### src/rtl/timer_ctrl_fsm.sv
// Timer control front end: per-button 2-flop synchroniser, debouncer and
// press-pulse generator feeding a run/pause/clear Moore FSM.
// Optional feature: define LAP_HOLD_EN to add btn_lap / lap_hold.
module timer_ctrl_fsm #(
    parameter int unsigned DEBOUNCE_CYCLES = 4,
    parameter int unsigned CLEAR_CYCLES    = 1
) (
    input  logic sys_clk,
    input  logic int_reset_b,
    input  logic btn_start_stop,
    input  logic btn_reset,
`ifdef LAP_HOLD_EN
    input  logic btn_lap,
    output logic lap_hold,
`endif
    output logic timer_pause,
    output logic timer_clear,
    output logic timer_running
);

    // Button slots: 0 = start/stop, 1 = reset, 2 = lap (when enabled)
`ifdef LAP_HOLD_EN
    localparam int unsigned NBtn = 3;
`else
    localparam int unsigned NBtn = 2;
`endif

    localparam int unsigned DbW = $clog2(DEBOUNCE_CYCLES + 1);
    localparam int unsigned ClW = $clog2(CLEAR_CYCLES + 1);
    localparam logic [DbW-1:0] DbLast = DbW'(DEBOUNCE_CYCLES - 1);
    localparam logic [ClW-1:0] ClLast = ClW'(CLEAR_CYCLES - 1);

    typedef enum logic [1:0] {StIdle, StRun, StPaused, StClear} state_e;

    logic [NBtn-1:0] btn_raw;
    logic [NBtn-1:0] s1_q, s2_q, db_q, press_q;
    logic [DbW-1:0]  db_cnt_q [NBtn];

    state_e         state_q, state_d;
    logic [ClW-1:0] clr_cnt_q, clr_cnt_d;
    logic           pause_q, clear_q, running_q;
    logic           lap_q, lap_d;

`ifdef LAP_HOLD_EN
    assign btn_raw = {btn_lap, btn_reset, btn_start_stop};
`else
    assign btn_raw = {btn_reset, btn_start_stop};
`endif

    // Synchronise, debounce and emit a one-cycle pulse on each debounced rise
    always_ff @(posedge sys_clk) begin
        if (!int_reset_b) begin
            s1_q    <= '0;
            s2_q    <= '0;
            db_q    <= '0;
            press_q <= '0;
            for (int i = 0; i < int'(NBtn); i++) begin
                db_cnt_q[i] <= '0;
            end
        end else begin
            s1_q    <= btn_raw;
            s2_q    <= s1_q;
            press_q <= '0;
            for (int i = 0; i < int'(NBtn); i++) begin
                if (s2_q[i] == db_q[i]) begin
                    db_cnt_q[i] <= '0;
                end else if (db_cnt_q[i] == DbLast) begin
                    db_q[i]     <= ~db_q[i];
                    press_q[i]  <= ~db_q[i];
                    db_cnt_q[i] <= '0;
                end else begin
                    db_cnt_q[i] <= db_cnt_q[i] + DbW'(1);
                end
            end
        end
    end

    // Next-state logic; reset press outranks start and lap presses
    always_comb begin
        state_d   = state_q;
        clr_cnt_d = clr_cnt_q;
        lap_d     = lap_q;
        unique case (state_q)
            StClear: begin
                // Presses are discarded here; the pulses simply expire
                if (clr_cnt_q == ClLast) begin
                    state_d   = StIdle;
                    clr_cnt_d = '0;
                end else begin
                    clr_cnt_d = clr_cnt_q + ClW'(1);
                end
            end
            default: begin
                if (press_q[1]) begin
                    state_d   = StClear;
                    clr_cnt_d = '0;
                    lap_d     = 1'b0;
                end else begin
`ifdef LAP_HOLD_EN
                    if (press_q[2] && (state_q == StRun || state_q == StPaused)) begin
                        lap_d = ~lap_q;
                    end
`endif
                    if (press_q[0]) begin
                        state_d = (state_q == StRun) ? StPaused : StRun;
                    end
                end
            end
        endcase
    end

    // State register with outputs registered from the next state
    always_ff @(posedge sys_clk) begin
        if (!int_reset_b) begin
            state_q   <= StIdle;
            clr_cnt_q <= '0;
            lap_q     <= 1'b0;
            pause_q   <= 1'b1;
            clear_q   <= 1'b0;
            running_q <= 1'b0;
        end else begin
            state_q   <= state_d;
            clr_cnt_q <= clr_cnt_d;
            lap_q     <= lap_d;
            pause_q   <= (state_d == StIdle) || (state_d == StPaused);
            clear_q   <= (state_d == StClear);
            running_q <= (state_d == StRun);
        end
    end

    assign timer_pause   = pause_q;
    assign timer_clear   = clear_q;
    assign timer_running = running_q;
`ifdef LAP_HOLD_EN
    assign lap_hold      = lap_q;
`else
    logic unused_lap;
    assign unused_lap = lap_q;
`endif

endmodule
### config.mk
export PLATFORM = sky130hd
export DESIGN_NAME = timer_ctrl_fsm
export DESIGN_NICKNAME = d
export VERILOG_FILES = /design/src/rtl/timer_ctrl_fsm.sv
export SDC_FILE = /design/constraint.sdc
export NUM_CORES = 1
export LEC_CHECK = 0
export BUFFER_PORTS_ARGS = -buffer_cell sky130_fd_sc_hd__buf_2
export CORE_UTILIZATION = 45
export DETAILED_ROUTE_END_ITERATION = 8
export MAX_ROUTING_LAYER = met4
export SYNTH_ARGS = -nofsm -noshare
export SYNTH_HDL_FRONTEND = slang
export SYNTH_SLANG_ARGS = --single-unit
### constraint.sdc
create_clock -name sys_clk -period 1.7 [get_ports sys_clk]
set_clock_uncertainty 0.15 [all_clocks]
set_input_delay 0.34 -clock sys_clk [delete_from_list [all_inputs] [get_ports sys_clk]]
set_output_delay 0.34 -clock sys_clk [all_outputs]
set_load 0.03 [all_outputs]
==> metrics.md <==
| Metric | Value |
|---|---|
| Vias in the first global route | `455` |
| Type of the worst setup path | `register to register` |
| Worst hold path type | `primary input to register` |
| Final min period | `between 1 and 1.5 ns` |
| Most instantiated cells after synthesis | `13 x dfxtp_1, 8 x nor2_1, 6 x edfxtp_1` |
| Top cell type's share of synthesized area | `between 30% and 40%` |
| Crit-path max cell delay | `around 0.4 ns` |
| RSZ-0062 raised after global routing | `no` |
| CTS H-tree lvls | `1` |
| DR vias/cell | `4.766` |
| Synth-to-layout area growth | `12.71%` |
| Hold Path Sink | `s1_q[1]` |
| DRT iter0 DRCs | `2` |
| Status | `finished clean` |
| Crit path launch type | `register` |
| Mapped cell area | `728.2 µm²` |
| Mapped Avg Cell Area | `~11 µm²` |
| Initial core utilization | `48.34%` |
| Row count | `14` |
| Reg-to-reg startpoint | `db_cnt_q[1][0]` |
| Synth Instances | `64` |
| Clock transition at path regs | `around 0.10 ns` |
| First-pass GRT wire length | `~1.8 mm` |
| Post-route ant nets | `0` |
| Largest net degree at the start of global routing | `16` |
| Fin nets | `87` |
| Prevailing post-synth register cell | `dfxtp_1` |
| Post-CTS Hold Fix Bufs | `0` |
| Crit end category | `register` |
| Postcts setup bufs | `0` |
| Peak Freq | `approximately 700 MHz` |
| CP Data Required Time | `roughly 1.7 ns` |
| Final Instance Area | `roughly 820 µm²` |
| CP cell instances | `ha_1, ha_1, nand3b_1, nor2_1` |
| Routed WL per cell | `10.53 µm` |
| IO Port Bufs | `6` |
| Skew-Pair Late Insertion Delay | `roughly 0.29 ns` |
| Fin. Hold Viols | `0` |
| Chip width | `42.23 µm` |
| CP Buf/Inv Count | `0` |
| CTS Buf Count | `3` |
| Lkg Pwr | `about 0.00038 µW` |
| Setup violations, final | `0` |
| Worst reg2reg setup slack | `between 0.2 and 0.25 ns` |
| N_diodes | `0` |
| Synth async-reset ratio | `0%` |
| Synth unique cells | `23` |
| Power Density | `892.5 nW/µm²` |
| Top Family by Delay on Critical Path | `adder cells` |
| Share of layout cells above drive strength 1 | `between 10 and 15%` |
| Number of synthesized register bits | `19` |
| Post-synth EDFFs | `6` |
| Die area | `~1800 µm²` |
| CP most frequent cell | `ha_1` |
| Initial antenna violation count | `0` |
| HP Start | `btn_reset` |
| Routability congestion estimate | `approximately 0.76` |
| Pwr Total | `about 730 µW` |
| CTS Sinks | `19` |
| Most common cell in the synthesized netlist | `dfxtp_1` |
| Post-synthesis sequential area ratio | `about 60%` |
| Largest fanout on the critical path | `3` |
| CP max stage cell | `edfxtp_1` |
| YS warnings | `0` |
| Die Y | `about 42 µm` |
| Clock root cell | `clkbuf_4` |
| Core footprint | `1506 µm²` |
| Critical path arrival | `~1.5 ns` |
| Reg-to-reg critical path endpoint | `db_cnt_q[1][2]` |
| Setup TNS | `0 ns` |
| Max Root-Sink Buffers | `2` |
| Post-DP Area | `about 800 µm²` |
| GRT Total Usage | `a little over an eighth` |
| Reg2Reg Depth | `4` |
| Via count | `about 450` |
| Ranking of synthesized cells by area | `dfxtp_1 36%, edfxtp_1 25%, ha_1 6.9%` |
| Fin crit share | `86.26%` |
| Top cell type by total area after synthesis | `dfxtp_1` |
| DP HPWL | `730.8 µm` |
| GRT overflow | `0` |
| Worst VDD drop | `between 0.0004 and 0.0005 V` |
| Io pins | `7` |
| TritonCTS clock tree | `built` |
| DR pass1 iterations | `2` |
| Max cap viols | `0` |
| Number of remaining DRC errors | `0` |
| Setup ws final | `about 0.23 ns` |
| Worst slack at placement | `between 0.2 and 0.3 ns` |
| Post-CTS Resized | `0` |
| Slew Viols, Final | `0` |
| Routed wire length | `roughly 1000 µm` |
| Hold Path Depth | `2` |
[report_power, final]
part / switching (µW) / internal (µW)
clock: 129 / 87.3
sequential: 5.34 / 480
combinational: 17.4 / 13.9
total: 152 / 581
[cells by family after synthesis]
group                    after synthesis  share of synthesized area (%)
flip-flops                            19                          60.48
multiplexers                           1                          1.375
buffers and inverters                  5                          2.576
AND/OR/NAND/NOR                       29                          23.02
other                                  1                         0.5150
AO/OA/AOI/OAI                          3                          2.749
XOR/XNOR                               2                          2.406
adder cells (fa/ha/maj)                4                          6.873
[metal layers]
| metal | up-vias | wire length [µm] | track usage [%] |
|---|---|---|---|
| li1 | 236 | - | - |
| met1 | 207 | 475 | 13.97 |
| met2 | 5 | 485 | 24.00 |
| met3 | 0 | 30 | 2.586 |
| met4 | 0 | 0 | 7.500 |
| met5 | - | 0 | - |
[flip-flops by register name, summed over array words and instances (netlist names)]
signal         cells
s2_q               2
timer_clear        1
timer_pause        1
press_q            2
db_cnt_q           6
state_q            2
timer_running      1
db_q               2
s1_q               2
[worst max path at each step]
stage	endpoint	slack [ns]	depth (start not counted)	startpoint
6_report	db_cnt_q[1][2]	0.23	4	db_cnt_q[1][0]
5_1_grt	db_cnt_q[1][0]	0.11	4	db_cnt_q[1][0]
4_1_cts	db_cnt_q[1][1]	0.22	4	db_cnt_q[1][0]
3_5_place_dp	db_cnt_q[1][2]	0.25	4	db_cnt_q[1][0]
3_3_place_gp	db_cnt_q[0][2]	0.28	4	db_cnt_q[0][0]
2_1_floorplan	db_cnt_q[0][0]	0.38	4	db_cnt_q[0][0]
[final cells by class]
cell class / instances / area (µm²)
Fill cell: 138 / 685.7
Sequential cell: 19 / 440.4
Multi-Input combinational cell: 45 / 287.8
Timing Repair Buffer: 6 / 30.03
Clock buffer: 3 / 22.52
Tap cell: 16 / 20.02
Inverter: 4 / 15.01
Clock inverter: 1 / 5.005
[placed cells by master, fill, tap and decap left out]
cell | synthesis | layout
and2b_2 | 1 | 1
nor3b_1 | 3 | 3
clkinv_2 | 0 | 1
nand3_1 | 1 | 1
and2_1 | 4 | 4
a21boi_0 | 1 | 1
conb_1 | 1 | 6
ha_1 | 4 | 4
nor2b_1 | 2 | 2
or3_1 | 1 | 1
nor2_1 | 8 | 8
nand3b_1 | 2 | 2
xor2_1 | 2 | 2
inv_1 | 4 | 4
and3_1 | 3 | 3
clkbuf_4 | 0 | 3
mux2i_1 | 1 | 1
nand2b_1 | 1 | 1
edfxtp_1 | 6 | 6
nand2_1 | 2 | 2
o21ai_0 | 1 | 1
o21bai_1 | 1 | 1
buf_2 | 0 | 6
dfxtp_1 | 13 | 13
and4b_1 | 1 | 1
[worst register-to-register path, cell delays in order, from the launching register on]
cell and delay (ns):
edfxtp_1 0.41, ha_1 0.23, ha_1 0.21, nand3b_1 0.21, nor2_1 0.12
[metrics by stage]
stage	hold WS (ns)	util (%)	instances
floorplan	0.2619	-	69
global placement	0.2771	52.66	90
detailed placement	0.2740	52.66	90
CTS	0.08987	54.48	94
global route	0.09088	54.48	94
finish	0.1022	54.48	94
Note: power is estimated with default switching activity, not from simulation.
